==> src/rtl/mcu_ctrl_pkg.sv <==
// Shared encodings for the MCU control FSM: states, opcodes, bus2 sources, decoded classes.
package mcu_ctrl_pkg;

    typedef enum logic [3:0] {
        ST_IDLE = 4'd0,
        ST_FET1 = 4'd1,
        ST_FET2 = 4'd2,
        ST_DEC  = 4'd3,
        ST_EX   = 4'd4,
        ST_MEM  = 4'd5,
        ST_IRQ  = 4'd6,
        ST_HALT = 4'd7
    } state_t;

    localparam logic [3:0] OP_ADD  = 4'd0;
    localparam logic [3:0] OP_SUB  = 4'd1;
    localparam logic [3:0] OP_AND  = 4'd2;
    localparam logic [3:0] OP_OR   = 4'd3;
    localparam logic [3:0] OP_NOT  = 4'd4;
    localparam logic [3:0] OP_LDI  = 4'd5;
    localparam logic [3:0] OP_LD   = 4'd6;
    localparam logic [3:0] OP_ST   = 4'd7;
    localparam logic [3:0] OP_JMP  = 4'd8;
    localparam logic [3:0] OP_JZ   = 4'd9;
    localparam logic [3:0] OP_JNZ  = 4'd10;
    localparam logic [3:0] OP_NOP  = 4'd11;
    localparam logic [3:0] OP_RETI = 4'd12;
    localparam logic [3:0] OP_HALT = 4'd15;

    localparam logic [2:0] B2_ALU   = 3'd0;
    localparam logic [2:0] B2_BUS1A = 3'd1;
    localparam logic [2:0] B2_MEM   = 3'd2;
    localparam logic [2:0] B2_ADDR  = 3'd3;
    localparam logic [2:0] B2_IMM   = 3'd4;

    typedef enum logic [3:0] {
        CL_ALU, CL_NOT, CL_LDI, CL_LD, CL_ST, CL_JMP, CL_JZ, CL_JNZ,
        CL_NOP, CL_RETI, CL_HALT, CL_ILL
    } op_class_t;

endpackage

==> src/rtl/mcu_ctrl_decode.sv <==
// Opcode-to-class decoder; RETI is legal only when MCU_CTRL_IRQ_EN is defined.
module mcu_ctrl_decode
    import mcu_ctrl_pkg::*;
(
    input  logic [3:0] opcode,
    output logic [3:0] op_class
);

    always_comb begin
        op_class = CL_ILL;
        case (opcode)
            OP_ADD, OP_SUB, OP_AND, OP_OR: op_class = CL_ALU;
            OP_NOT:  op_class = CL_NOT;
            OP_LDI:  op_class = CL_LDI;
            OP_LD:   op_class = CL_LD;
            OP_ST:   op_class = CL_ST;
            OP_JMP:  op_class = CL_JMP;
            OP_JZ:   op_class = CL_JZ;
            OP_JNZ:  op_class = CL_JNZ;
            OP_NOP:  op_class = CL_NOP;
            OP_HALT: op_class = CL_HALT;
`ifdef MCU_CTRL_IRQ_EN
            OP_RETI: op_class = CL_RETI;
`endif
            default: op_class = CL_ILL;
        endcase
    end

endmodule

==> src/rtl/mcu_ctrl_fsm.sv <==
// Multi-cycle MCU control FSM with combinational strobes from state and IR.
// Optional interrupt support is enabled with `define MCU_CTRL_IRQ_EN.
module mcu_ctrl_fsm
    import mcu_ctrl_pkg::*;
#(
    parameter int WORD_W  = 14,
    parameter int NREG    = 4,
    parameter int ADDR_W  = 8,
    parameter int DATA_W  = 8,
    parameter int IRQ_VEC = 'h40,
    localparam int RSEL_W = $clog2(NREG)
) (
    input  logic              clk,
    input  logic              rst,
    input  logic              start,
    input  logic [WORD_W-1:0] instruction,
    input  logic              zero,
    input  logic              mem_ack,
`ifdef MCU_CTRL_IRQ_EN
    input  logic              irq,
    output logic              irq_ack,
`endif
    output logic [RSEL_W-1:0] sel_a,
    output logic [RSEL_W-1:0] sel_b,
    output logic [2:0]        bus2_sel,
    output logic [NREG-1:0]   reg_load,
    output logic              load_pc,
    output logic              inc_pc,
    output logic              load_ir,
    output logic              load_addr,
    output logic              load_z,
    output logic              mem_req,
    output logic              mem_we,
    output logic [ADDR_W-1:0] addr_field,
    output logic [DATA_W-1:0] imm_field,
    output logic [3:0]        state,
    output logic              halted,
    output logic              illegal
);

    state_t      state_q;
    state_t      resume;
    op_class_t   cls;
    logic [3:0]  cls_raw;
    logic        illegal_q;

    logic [3:0]        opcode;
    logic [RSEL_W-1:0] src_a, src_b, dest, rfld;

    assign opcode = instruction[WORD_W-1 -: 4];
    assign src_a  = instruction[3*RSEL_W-1 -: RSEL_W];
    assign src_b  = instruction[2*RSEL_W-1 -: RSEL_W];
    assign dest   = instruction[RSEL_W-1:0];
    assign rfld   = instruction[ADDR_W+RSEL_W-1 -: RSEL_W];

    mcu_ctrl_decode u_decode (
        .opcode   (opcode),
        .op_class (cls_raw)
    );
    assign cls = op_class_t'(cls_raw);

`ifdef MCU_CTRL_IRQ_EN
    logic              ie_q;
    logic [ADDR_W-1:0] shadow_q;
    logic [ADDR_W-1:0] pc_q;
    assign resume = (irq && ie_q) ? ST_IRQ : ST_FET1;
`else
    assign resume = ST_FET1;
`endif

    always_ff @(posedge clk or negedge rst) begin
        if (!rst) begin
            state_q   <= ST_IDLE;
            illegal_q <= 1'b0;
`ifdef MCU_CTRL_IRQ_EN
            ie_q      <= 1'b1;
            shadow_q  <= '0;
            pc_q      <= '0;
`endif
        end else begin
            case (state_q)
                ST_IDLE: if (start) state_q <= ST_FET1;
                ST_FET1: state_q <= ST_FET2;
                ST_FET2: if (mem_ack) state_q <= ST_DEC;
                ST_DEC: begin
                    case (cls)
                        CL_ALU:        state_q <= ST_EX;
                        CL_LD, CL_ST:  state_q <= ST_MEM;
                        CL_HALT:       state_q <= ST_HALT;
                        CL_ILL: begin
                            illegal_q <= 1'b1;
                            state_q   <= ST_HALT;
                        end
                        default:       state_q <= resume;
                    endcase
                end
                ST_EX:   state_q <= resume;
                ST_MEM:  if (mem_ack) state_q <= resume;
                ST_IRQ:  state_q <= ST_FET1;
                ST_HALT: state_q <= ST_HALT;
                default: state_q <= ST_IDLE;
            endcase
`ifdef MCU_CTRL_IRQ_EN
            // pc_q mirrors the datapath PC from our own load/increment strobes
            if (load_pc)
                pc_q <= addr_field;
            else if (inc_pc)
                pc_q <= pc_q + ADDR_W'(1);
            if (state_q == ST_IRQ) begin
                ie_q     <= 1'b0;
                shadow_q <= pc_q;
            end else if (state_q == ST_DEC && cls == CL_RETI) begin
                ie_q     <= 1'b1;
            end
`endif
        end
    end

    always_comb begin
        sel_a      = '0;
        sel_b      = '0;
        bus2_sel   = B2_ALU;
        reg_load   = '0;
        load_pc    = 1'b0;
        inc_pc     = 1'b0;
        load_ir    = 1'b0;
        load_addr  = 1'b0;
        load_z     = 1'b0;
        mem_req    = 1'b0;
        mem_we     = 1'b0;
        addr_field = instruction[ADDR_W-1:0];
`ifdef MCU_CTRL_IRQ_EN
        irq_ack    = 1'b0;
`endif
        case (state_q)
            ST_FET1: begin
                bus2_sel  = B2_BUS1A;
                load_addr = 1'b1;
            end
            ST_FET2: begin
                mem_req  = 1'b1;
                bus2_sel = B2_MEM;
                load_ir  = mem_ack;
                inc_pc   = mem_ack;
            end
            ST_DEC: begin
                case (cls)
                    CL_ALU: begin
                        sel_a = src_a;
                        sel_b = src_b;
                    end
                    CL_NOT: begin
                        sel_a          = src_a;
                        bus2_sel       = B2_ALU;
                        load_z         = 1'b1;
                        reg_load[dest] = 1'b1;
                    end
                    CL_LDI: begin
                        bus2_sel       = B2_IMM;
                        reg_load[rfld] = 1'b1;
                    end
                    CL_LD, CL_ST: begin
                        bus2_sel  = B2_ADDR;
                        load_addr = 1'b1;
                    end
                    CL_JMP: begin
                        bus2_sel = B2_ADDR;
                        load_pc  = 1'b1;
                    end
                    CL_JZ: begin
                        bus2_sel = B2_ADDR;
                        load_pc  = zero;
                    end
                    CL_JNZ: begin
                        bus2_sel = B2_ADDR;
                        load_pc  = ~zero;
                    end
`ifdef MCU_CTRL_IRQ_EN
                    CL_RETI: begin
                        bus2_sel   = B2_ADDR;
                        addr_field = shadow_q;
                        load_pc    = 1'b1;
                    end
`endif
                    default: ;
                endcase
            end
            ST_EX: begin
                sel_a          = src_a;
                sel_b          = src_b;
                bus2_sel       = B2_ALU;
                load_z         = 1'b1;
                reg_load[dest] = 1'b1;
            end
            ST_MEM: begin
                mem_req = 1'b1;
                if (cls == CL_ST) begin
                    mem_we = 1'b1;
                    sel_a  = rfld;
                end else begin
                    bus2_sel       = B2_MEM;
                    reg_load[rfld] = mem_ack;
                end
            end
`ifdef MCU_CTRL_IRQ_EN
            ST_IRQ: begin
                irq_ack    = 1'b1;
                bus2_sel   = B2_ADDR;
                addr_field = ADDR_W'(IRQ_VEC);
                load_pc    = 1'b1;
            end
`endif
            default: ;
        endcase
    end

    assign imm_field = instruction[DATA_W-1:0];
    assign state     = state_q;
    assign halted    = (state_q == ST_HALT);
    assign illegal   = illegal_q;

endmodule

==> config.mk <==
export PLATFORM = sky130hd
export DESIGN_NAME = mcu_ctrl_fsm
export DESIGN_NICKNAME = d
export VERILOG_FILES = /design/src/rtl/mcu_ctrl_pkg.sv /design/src/rtl/mcu_ctrl_decode.sv /design/src/rtl/mcu_ctrl_fsm.sv
export SDC_FILE = /design/constraint.sdc
export NUM_CORES = 1
export LEC_CHECK = 0
export ABC_AREA = 0
export ABC_CLOCK_PERIOD_IN_PS = 1650
export CAP_MARGIN = 30
export CELL_PAD_IN_SITES_DETAIL_PLACEMENT = 0
export CELL_PAD_IN_SITES_GLOBAL_PLACEMENT = 2
export CORE_ASPECT_RATIO = 2
export CORE_MARGIN = 5
export CORE_UTILIZATION = 14
export CTS_CLUSTER_SIZE = 25
export DETAILED_ROUTE_END_ITERATION = 10
export GPL_ROUTABILITY_DRIVEN = 0
export PLACE_DENSITY = 0.69
export SYNTH_ARGS = -nofsm -noshare
export SYNTH_HDL_FRONTEND = slang
export SYNTH_SLANG_ARGS = --single-unit
==> constraint.sdc <==
create_clock -name clk -period 1.65 [get_ports clk]
set_input_delay 0.2475 -clock clk [delete_from_list [all_inputs] [get_ports clk]]
set_output_delay 0.2475 -clock clk [all_outputs]
set_load 0.005 [all_outputs]
==> flow_metrics.tcl <==
set metrics [dict create \
    core_um2 5330 \
    vias 984 \
    drv_cap 0 \
    timing.final.ws_setup_ns -0.355 \
    design_area_um2 1710 \
    cts.sinks 4 \
    clkLatencyLatePin_ns 0.22 \
    fin_util_pct 32.2 \
    critPathMaxStageDelay_ns 0.37 \
    syn_area_um2 754 \
    worstPathArrival_ns 1.76 \
    p_sw_uw 736 \
    cts_buffers 3 \
    syn_nets 116 \
    power.share.combinational_pct 79.4 \
    antenna_cells 0 \
    start_util_pct 14.2 \
    synth_edf_count 0 \
    clockPowerShare_pct 10.8 \
    internal_power_uw 1170 \
    netlist-cell-type-count 41 \
    cp-start-kind "register" \
    drive_gt1_share_pct 60.9 \
    fin_worst_skew_ns 0.00439 \
    grt_first_pass_wirelength_mm 4.68 \
    min_period_ns 2.00 \
    grt_pass1_vias 1071 \
    drcViolationCount 0 \
    cts_tree "built" \
    routed_wl_mm 3.04 \
    port-buffer-count 51 \
    n_fill_cell 582 \
    antenna_found_initial 0 \
    yosys.area.top_type "buf_4" \
    fin_tns_setup_ns -3.13 \
    clk_path_buf_depth 2 \
    synth_top_area_share_pct 17.9 \
    crit_required_ns 1.40 \
    grt_max_degree 10 \
    pwr_density_cell_nw_per_um2 1110 \
    worstPathCellList "nand3b_1 -> buf_6 -> o41ai_4 -> nand2b_1 -> o32ai_2 -> buf_2" \
    endpoint_kind "primary output" \
    slew_viol_final 0 \
    wire_per_inst_um 13.3 \
    drt_pass1_iterations 3 \
    dp_cells 210 \
    rr_worst_depth 5 \
    yosys_warnings 0 \
    instances_no_fill 229 \
    syn_to_final_growth_pct 127 \
    pin_count 59 \
    cts_hold_buf 0 \
    failed_checks "negative setup slack" \
    hold_path.class "in -> async" \
    ant_nets 0 \
    post-route-period-util_pct 122 \
    fmax_mhz 499 \
    synth-main-ff-cell "dfrtp_1" \
    die_h_um 114 \
    critPathMaxFanout 3 \
    via_per_inst 4.30 \
    synth_common_cells "buf_4, inv_1, nand2_1" \
    p_seq_share_pct 9.8 \
    placement_rows 38 \
    p_sw_share_pct 38.6 \
    drtIter0Drc 21 \
    syn_inst 96 \
    fin_nets 191 \
    clk_pin_slew_ns 0.03 \
    ys_ff_latch 4 \
    die_area_um2 7050 \
    outcome "complete, but fails checks" \
    async_flop_share_pct 100 \
    synth_seq_area_share_pct 13.3 \
    dp_hpwl_mm 2.16 \
    fp.dieW_um 61.9 \
    placedInstanceArea_um2 1370 \
    grt_usage_pct 8.45 \
    gr-total-overflow 0 \
    finalHoldViolations 0 \
    path_class "reg -> out" \
    critPathSlowestCell "dfrtp_1" \
    synth.avg_cell_area_um2 7.86 \
    synthTopCellsByArea "buf_4, dfrtp_1, o32ai_1" \
    cts_root_buffer "clkbuf_8" \
    htreeDepth 1 \
    setup_viol 15 \
    max-vdd-ir-drop_mv 0.949 \
    leakagePower_uw 0.000779 \
    synth_most_common_cell "buf_4" \
    rsz0062_at_grt "true" \
]
-- timing repair --
item | 4_1_cts | 5_1_grt
setup buffers | 16 | 2
gates cloned | 0 | 0
setup endpoints to repair | 21 | 17
pin swaps | 22 | 16
gates resized for setup | 116 | 27
-- path summary, 6_finish.rpt --
| path | startpoint | slack [ns] | end |
|---|---|---|---|
| min reg2reg | illegal | 0.46 | illegal |
| max | state[2] | -0.35 | reg_load[2] |
| min | rst | 0.23 | state[0] |
| min in group clk | instruction[13] | 0.45 | illegal |
| max in group asynchronous | rst | 1.25 | illegal |
| max reg2reg | state[0] | 0.26 | state[0] |
-- cells by family after synthesis --
kind of cell             Yosys count  synth area share [%]
AO/OA/AOI/OAI                     29                  31.5
buffers and inverters             30                  26.4
multiplexers                       1                  1.33
adder cells (fa/ha/maj)            2                  2.98
XOR/XNOR                           2                  2.32
other                              1                 0.497
AND/OR/NAND/NOR                   27                  21.7
flip-flops                         4                  13.3
-- worst max-delay path: cells and delay by family, from the launching register on --
| kind | cells | cell delay (ns) |
|---|---|---|
| AOI/OAI and AO/OA | 2 | 0.48 |
| DFF | 1 | 0.37 |
| and+or+nand+nor | 2 | 0.36 |
| buffers and inverters | 2 | 0.31 |
-- state kept, by name (all words and copies together), names as in the netlist --
signal	count
illegal	1
state	3
-- power groups by stage --
stage,logic (µW),clock network (µW),registers [µW]
final,1520,206,187
after CTS,1350,209,188
after global routing,1640,213,189
after global placement,1100,0,183
after floorplan,468,0,189
after detailed placement,1090,0,183
-- layout make-up --
class | instances | area [µm²] | share of cell area [%]
well taps | 60 | 75.1 | 4.38
multi-input cells | 62 | 669 | 39.1
flip-flops and latches | 4 | 100 | 5.84
repair buffers | 92 | 797 | 46.5
inverters | 8 | 30.0 | 1.75
clock buffers | 3 | 41.3 | 2.41
-- cell usage in the layout (no fill, tap or decap), types with 3 or more instances in the layout --
master / instances
clkdlybuf4s50_1: 26
clkbuf_8: 3
buf_4: 32
dlygate4sd2_1: 3
inv_1: 7
nand2_1: 4
buf_2: 11
o32ai_2: 4
dfrtp_1: 4
or3b_4: 3
buf_6: 15
-- stage by stage --
step / setup WS [ns] / hold slack, ns / total power [µW]
4_1_cts: -0.424 / 0.236 / 1750
3_5_place_dp: -1.09 / 0.462 / 1280
3_3_place_gp: -1.08 / 0.460 / 1280
2_1_floorplan: -0.00442 / -0.0481 / 658
5_1_grt: -0.457 / 0.259 / 2040
6_report: -0.355 / 0.232 / 1910
-- routing by layer --
metal  track usage, %  wire, µm  vias up
met4             1.70        29        0
li1                 -         -      473
met3             3.40       333        4
met5                0         0        -
met1             9.68      1140      454
met2             14.3      1530       53
No activity file was read; power rests on OpenSTA's default activity.
